==> src/rtl/contador_programa_pilha.sv <==
// Program counter with an internal return-address stack (call/return).
// One action per edge, chosen by fixed priority; all outputs come from registers.
module contador_programa_pilha #(
  parameter int LARGURA       = 16,
  parameter int PASSO         = 1,
  parameter int PROFUNDIDADE  = 8,
  parameter int VALOR_INICIAL = 0
) (
  input  logic                                relogio,
  input  logic                                reiniciar,
  input  logic [LARGURA-1:0]                  entrada,
  input  logic [LARGURA-1:0]                  deslocamento,
  input  logic                                carregar,
  input  logic                                chamar,
  input  logic                                retornar,
  input  logic                                saltar_rel,
  input  logic                                soma,
  output logic [LARGURA-1:0]                  resultado,
  output logic [$clog2(PROFUNDIDADE+1)-1:0]   nivel,
  output logic                                pilha_cheia,
  output logic                                pilha_vazia,
  output logic                                erro_estouro,
  output logic                                erro_vazio
);

  localparam int NW = $clog2(PROFUNDIDADE + 1);
  localparam int IW = (PROFUNDIDADE > 1) ? $clog2(PROFUNDIDADE) : 1;

  localparam logic [LARGURA-1:0] PASSO_W   = LARGURA'(PASSO);
  localparam logic [LARGURA-1:0] INICIAL_W = LARGURA'(VALOR_INICIAL);
  localparam logic [NW-1:0]      NIVEL_MAX = NW'(PROFUNDIDADE);
  localparam logic [NW-1:0]      NIVEL_UM  = NW'(1);

  typedef enum logic [2:0] {
    ACAO_NADA,
    ACAO_CARREGAR,
    ACAO_CHAMAR,
    ACAO_RETORNAR,
    ACAO_SALTAR,
    ACAO_SOMA
  } acao_t;

  logic [LARGURA-1:0] resultado_q, resultado_d;
  logic [NW-1:0]      nivel_q, nivel_d;
  logic               estouro_q, estouro_d;
  logic               vazio_q, vazio_d;

  logic [LARGURA-1:0] pilha_q [PROFUNDIDADE];

  acao_t              acao;
  logic               cheia, vazia;
  logic               push_en;
  logic [IW-1:0]      push_idx, pop_idx;
  logic [LARGURA-1:0] push_dado;

  assign cheia = (nivel_q == NIVEL_MAX);
  assign vazia = (nivel_q == '0);

  // Priority decode: only the highest-priority request survives.
  always_comb begin
    // NOTE: every combinational output gets a default first, so no path can leave it unassigned and infer a latch.
    acao = ACAO_NADA;
    if (carregar)        acao = ACAO_CARREGAR;
    else if (chamar)     acao = ACAO_CHAMAR;
    else if (retornar)   acao = ACAO_RETORNAR;
    else if (saltar_rel) acao = ACAO_SALTAR;
    else if (soma)       acao = ACAO_SOMA;
  end

  always_comb begin
    resultado_d = resultado_q;
    nivel_d     = nivel_q;
    estouro_d   = estouro_q;
    vazio_d     = vazio_q;
    push_en     = 1'b0;
    push_idx    = IW'(nivel_q);
    pop_idx     = IW'(nivel_q - NIVEL_UM);
    push_dado   = resultado_q + PASSO_W;

    unique case (acao)
      ACAO_CARREGAR: resultado_d = entrada;
      ACAO_CHAMAR: begin
        if (cheia) begin
          estouro_d = 1'b1;
        end else begin
          push_en     = !reiniciar;
          nivel_d     = nivel_q + NIVEL_UM;
          resultado_d = entrada;
        end
      end
      ACAO_RETORNAR: begin
        if (vazia) begin
          vazio_d = 1'b1;
        end else begin
          nivel_d     = nivel_q - NIVEL_UM;
          resultado_d = pilha_q[pop_idx];
        end
      end
      ACAO_SALTAR:   resultado_d = resultado_q + deslocamento;
      ACAO_SOMA:     resultado_d = resultado_q + PASSO_W;
      default:       ;
    endcase
  end

  // NOTE: sequential state uses non-blocking assignments so every flop samples pre-edge values.
  always_ff @(posedge relogio) begin
    if (reiniciar) begin
      resultado_q <= INICIAL_W;
      nivel_q     <= '0;
      estouro_q   <= 1'b0;
      vazio_q     <= 1'b0;
    end else begin
      resultado_q <= resultado_d;
      nivel_q     <= nivel_d;
      estouro_q   <= estouro_d;
      vazio_q     <= vazio_d;
    end
  end

  // NOTE: the stack array has no reset; entries above nivel are never read, so clearing them buys nothing.
  always_ff @(posedge relogio) begin
    if (push_en) begin
      pilha_q[push_idx] <= push_dado;
    end
  end

  assign resultado    = resultado_q;
  assign nivel        = nivel_q;
  assign pilha_cheia  = cheia;
  assign pilha_vazia  = vazia;
  assign erro_estouro = estouro_q;
  assign erro_vazio   = vazio_q;

endmodule

==> config.mk <==
export PLATFORM = sky130hd
export DESIGN_NAME = contador_programa_pilha
export DESIGN_NICKNAME = d
export VERILOG_FILES = /design/src/rtl/contador_programa_pilha.sv
export SDC_FILE = /design/constraint.sdc
export NUM_CORES = 1
export LEC_CHECK = 0
export ABC_AREA = 1
export ABC_CLOCK_PERIOD_IN_PS = 3500
export BUFFER_PORTS_ARGS = -buffer_cell sky130_fd_sc_hd__buf_2
export CAP_MARGIN = 0
export CORE_AREA = 2 2 154 156
export CTS_CLUSTER_SIZE = 28
export DETAILED_ROUTE_END_ITERATION = 10
export DIE_AREA = 0 0 156 158
export PLACE_DENSITY_LB_ADDON = 0.08
export REMOVE_ABC_BUFFERS = 1
export SYNTH_ARGS = -nofsm -noshare
export SYNTH_HDL_FRONTEND = slang
export SYNTH_SLANG_ARGS = --single-unit
==> constraint.sdc <==
create_clock -name relogio -period 3.5 [get_ports relogio]
set_input_delay 0.7 -clock relogio [delete_from_list [all_inputs] [get_ports relogio]]
set_output_delay 0.7 -clock relogio [all_outputs]
set_load 0.005 [all_outputs]
==> results.md <==
* Area contributors post-synth: edfxtp_1, nand2_1, nor2_1
* Core Area at ~23000 sq um
* Via count at 6153
* Max-Cap Viols at 0
* H-tree Lvls at 4
* Yosys top cell area share at 48.6%
* I/O pins at 63
* CTS clk-pin slew, worst paths at approximately 0.06 ns
* Post-synthesis cell type count at 42
* Worst R2R Setup Slack at around 1.1 ns
* DRC Markers at 0
* Hold Fails Final Rpt at 0
* Mux contribution to synthesized area at 0%
* Largest net degree at the start of global routing at 72
* Slew Limit Fails at 0
* Sink Count at 150
* Initial Util at 34.3%
* Layout cells sized above 1 at 14.7%
* Compound-Gate Fraction of Synth Area at 7.12%
* Main combinational cell family by area after synthesis: simple AND/OR/NAND/NOR gates
* Setup TNS at 0 ns
* Top cells by count, synth: nand2_1, nor2_1, edfxtp_1, inv_1, nand3_1
* Status: finished, final reports clean
* Fmax at approximately 420 MHz
* ANT nets after route at 0
* Min-delay worst type: reg2reg
* ANT cells at 0
* Syn. warnings at 0
* Latest clock arrival within the worst-skew pair at about 0.42 ns
* CP Launch Type: flip-flop
* WL final at between 20000 and 25000 um
* Hold endpoint: erro_vazio
* Reg2reg start: resultado[0]
* DRT Pass-1 Iters at 8
* First-pass GRT wire length at around 34000 um
* Crit end category: flip-flop
* Clock Tree Buf Depth at 2
* Iter 0 DRT Violations at roughly 440
* Die Span X at 156 um
* Post-synth EDFFs at around 130
* Most common cell in the synthesized netlist: nand2_1
* Relative slew margins at approximately 41%
* Fraction of registers with async set or reset after synthesis at 0%
* Final HPWL DP at 14500 um
* R2R depth at 9
* Layout Nets at 1033
* PostCTS Resize Cnt at 0
* Total GRT Usage at between 10% and 20%
* Data required, critical path at between 3 and 4 ns
* Vias in the first global route at 5855
* Congestion Overflow GR at 0
* DR WL/cell at 16.7 um
* Row count at 56
* Final Critical Period at approximately 2.4 ns
* Post-Synth Simple-Gate Area at ~27%
* Worst hold stages at 2
* Die Ht at 158 um
* Top FF cell, synth: edfxtp_1
* Cts bufs inserted at 17
* P_leak at ~0.0038 uW
* Period utilization at between 60 and 70%
* PwrDens at approximately 520 nW/um^2
* Hold Startpoint: erro_vazio
* Final setup viols at 0
* Initial antenna violation count at 0
* Clock skew at about 0.011 ns
* Clock Tree Root: clkbuf_16
* Worst slack, placed at 0.918 ns
* Synth Area per Inst at around 8.7 sq um
* Area share of fa/ha/maj cells after synthesis at between 3 and 4%
* Die footprint at approximately 25000 sq um
* Post-Syn Instances at 912
* Cell Area, Synth at about 7900 sq um
* Vias/cell at slightly below 5
* Crit path DAT at about 2.7 ns
* RD Place Congestion at about 0.87
* RSZ-0062 raised after global routing: no
* Worst setup margin at 1.12 ns
* Crit path max fanout at 9
* Largest area contributor in the netlist: edfxtp_1
* Reg2reg end: resultado[6]
* Flops & latches, synth at 150
* CTS tree: yes
* Port buffer count at 62
* Seq/Total Area, Yosys at a little over half
* Post-synthesis xor/xnor area fraction at 1.34%
* IR drop worst, VDD at 0.000240 V
* Worst slew pin tran at between 0.8 and 0.9 ns
* Setup CP Type: reg2reg
* Area delta synth->final at 15.0%
* Hold buffer count at CTS at 0
* Post-CTS Setup Repair Bufs at 0
routing by layer:
metal  track usage, %  up-vias  part of all wire [%]
li1                 -     3150                     -
met1             26.2     2868                    51
met2             28.6      120                    45
met3             2.66       15                   3.5
met4             4.81        0                   1.1
met5                0        -                     0
power breakdown:
group / switching (uW) / internal [uW] / total (uW)
logic: 585 / 269 / 854
clock network: 773 / 1070 / 1840
registers: 52.0 / 2000 / 2060
state kept, by name, summed over array words and instances (netlist names):
name and count:
erro_vazio 1, nivel 4, erro_estouro 1, pilha_q 128, resultado 16
final cells by class:
| cell class | instances | area [sq um] |
|---|---|---|
| clock inverters | 15 | 170 |
| clock buffers | 17 | 425 |
| multi-input cells | 639 | 3100 |
| flip-flops and latches | 150 | 4290 |
| fillers | 2347 | 14000 |
| inverters | 93 | 357 |
| well taps | 290 | 363 |
| repair buffers | 74 | 400 |
worst max-delay path by stage:
| stage | startpoint | endpoint | slack (ns) | cells past startpoint |
|---|---|---|---|---|
| after global routing | nivel[1] | resultado[3] | 0.91 | 9 |
| after CTS | nivel[1] | pilha_cheia | 1.11 | 5 |
| after global placement | carregar | resultado[4] | 0.90 | 9 |
| after floorplan | nivel[0] | pilha_q[1][0] | -1.10 | 9 |
| after detailed placement | reiniciar | pilha_q[1][5] | 0.92 | 7 |
| final | resultado[0] | resultado[6] | 1.12 | 9 |
cell families after synthesis:
family | after synthesis
and+or+nand+nor | 507
DFF | 150
buffers and inverters | 123
AOI/OAI and AO/OA | 103
adders and majority gates | 19
xor gates and xnor gates | 10
critical path, cell delays in order, from the launching register on:
cell and delay [ns]:
dfxtp_1 0.46, ha_1 0.23, nand2_1 0.10, nor2_1 0.21, nand2_1 0.18, xnor2_1 0.73, nand2_1 0.13, nand4_1 0.14
nor2_1 0.04, nor2_1 0.08
cells in the final DEF, fill, tap and decap left out, types with 4 or more instances in the layout:
cell type / synthesis / routed
buf_2: 8 / 62
o221ai_1: 6 / 6
nor2_1: 153 / 147
nand2_1: 232 / 232
or2_1: 6 / 6
nor3_1: 7 / 5
nand2_2: 5 / 5
o21ai_1: 4 / 4
nand3_1: 80 / 80
inv_6: 0 / 4
xor2_1: 6 / 6
edfxtp_1: 128 / 128
buf_4: 12 / 12
dfxtp_1: 22 / 21
o21ai_0: 54 / 54
inv_2: 7 / 7
inv_1: 83 / 83
a21oi_1: 30 / 30
or2_2: 4 / 4
nor2_2: 2 / 8
clkbuf_16: 0 / 17
ha_1: 18 / 18
nand4_1: 7 / 7
per-stage QoR:
| step | utilization, % | instances | power (uW) | hold slack, ns | instance area (sq um) |
|---|---|---|---|---|---|
| global route | 39.5 | 1278 | 5000 | 0.474 | 9100 |
| floorplan | - | 882 | 2640 | 0.441 | 7710 |
| CTS | 39.5 | 1278 | 4800 | 0.452 | 9100 |
| global placement | 36.9 | 1246 | 2960 | 0.438 | 8500 |
| detailed placement | 36.9 | 1246 | 2960 | 0.441 | 8500 |
| finish | 39.5 | 1278 | 4750 | 0.449 | 9100 |
Note: power is estimated with default switching activity, not from simulation.
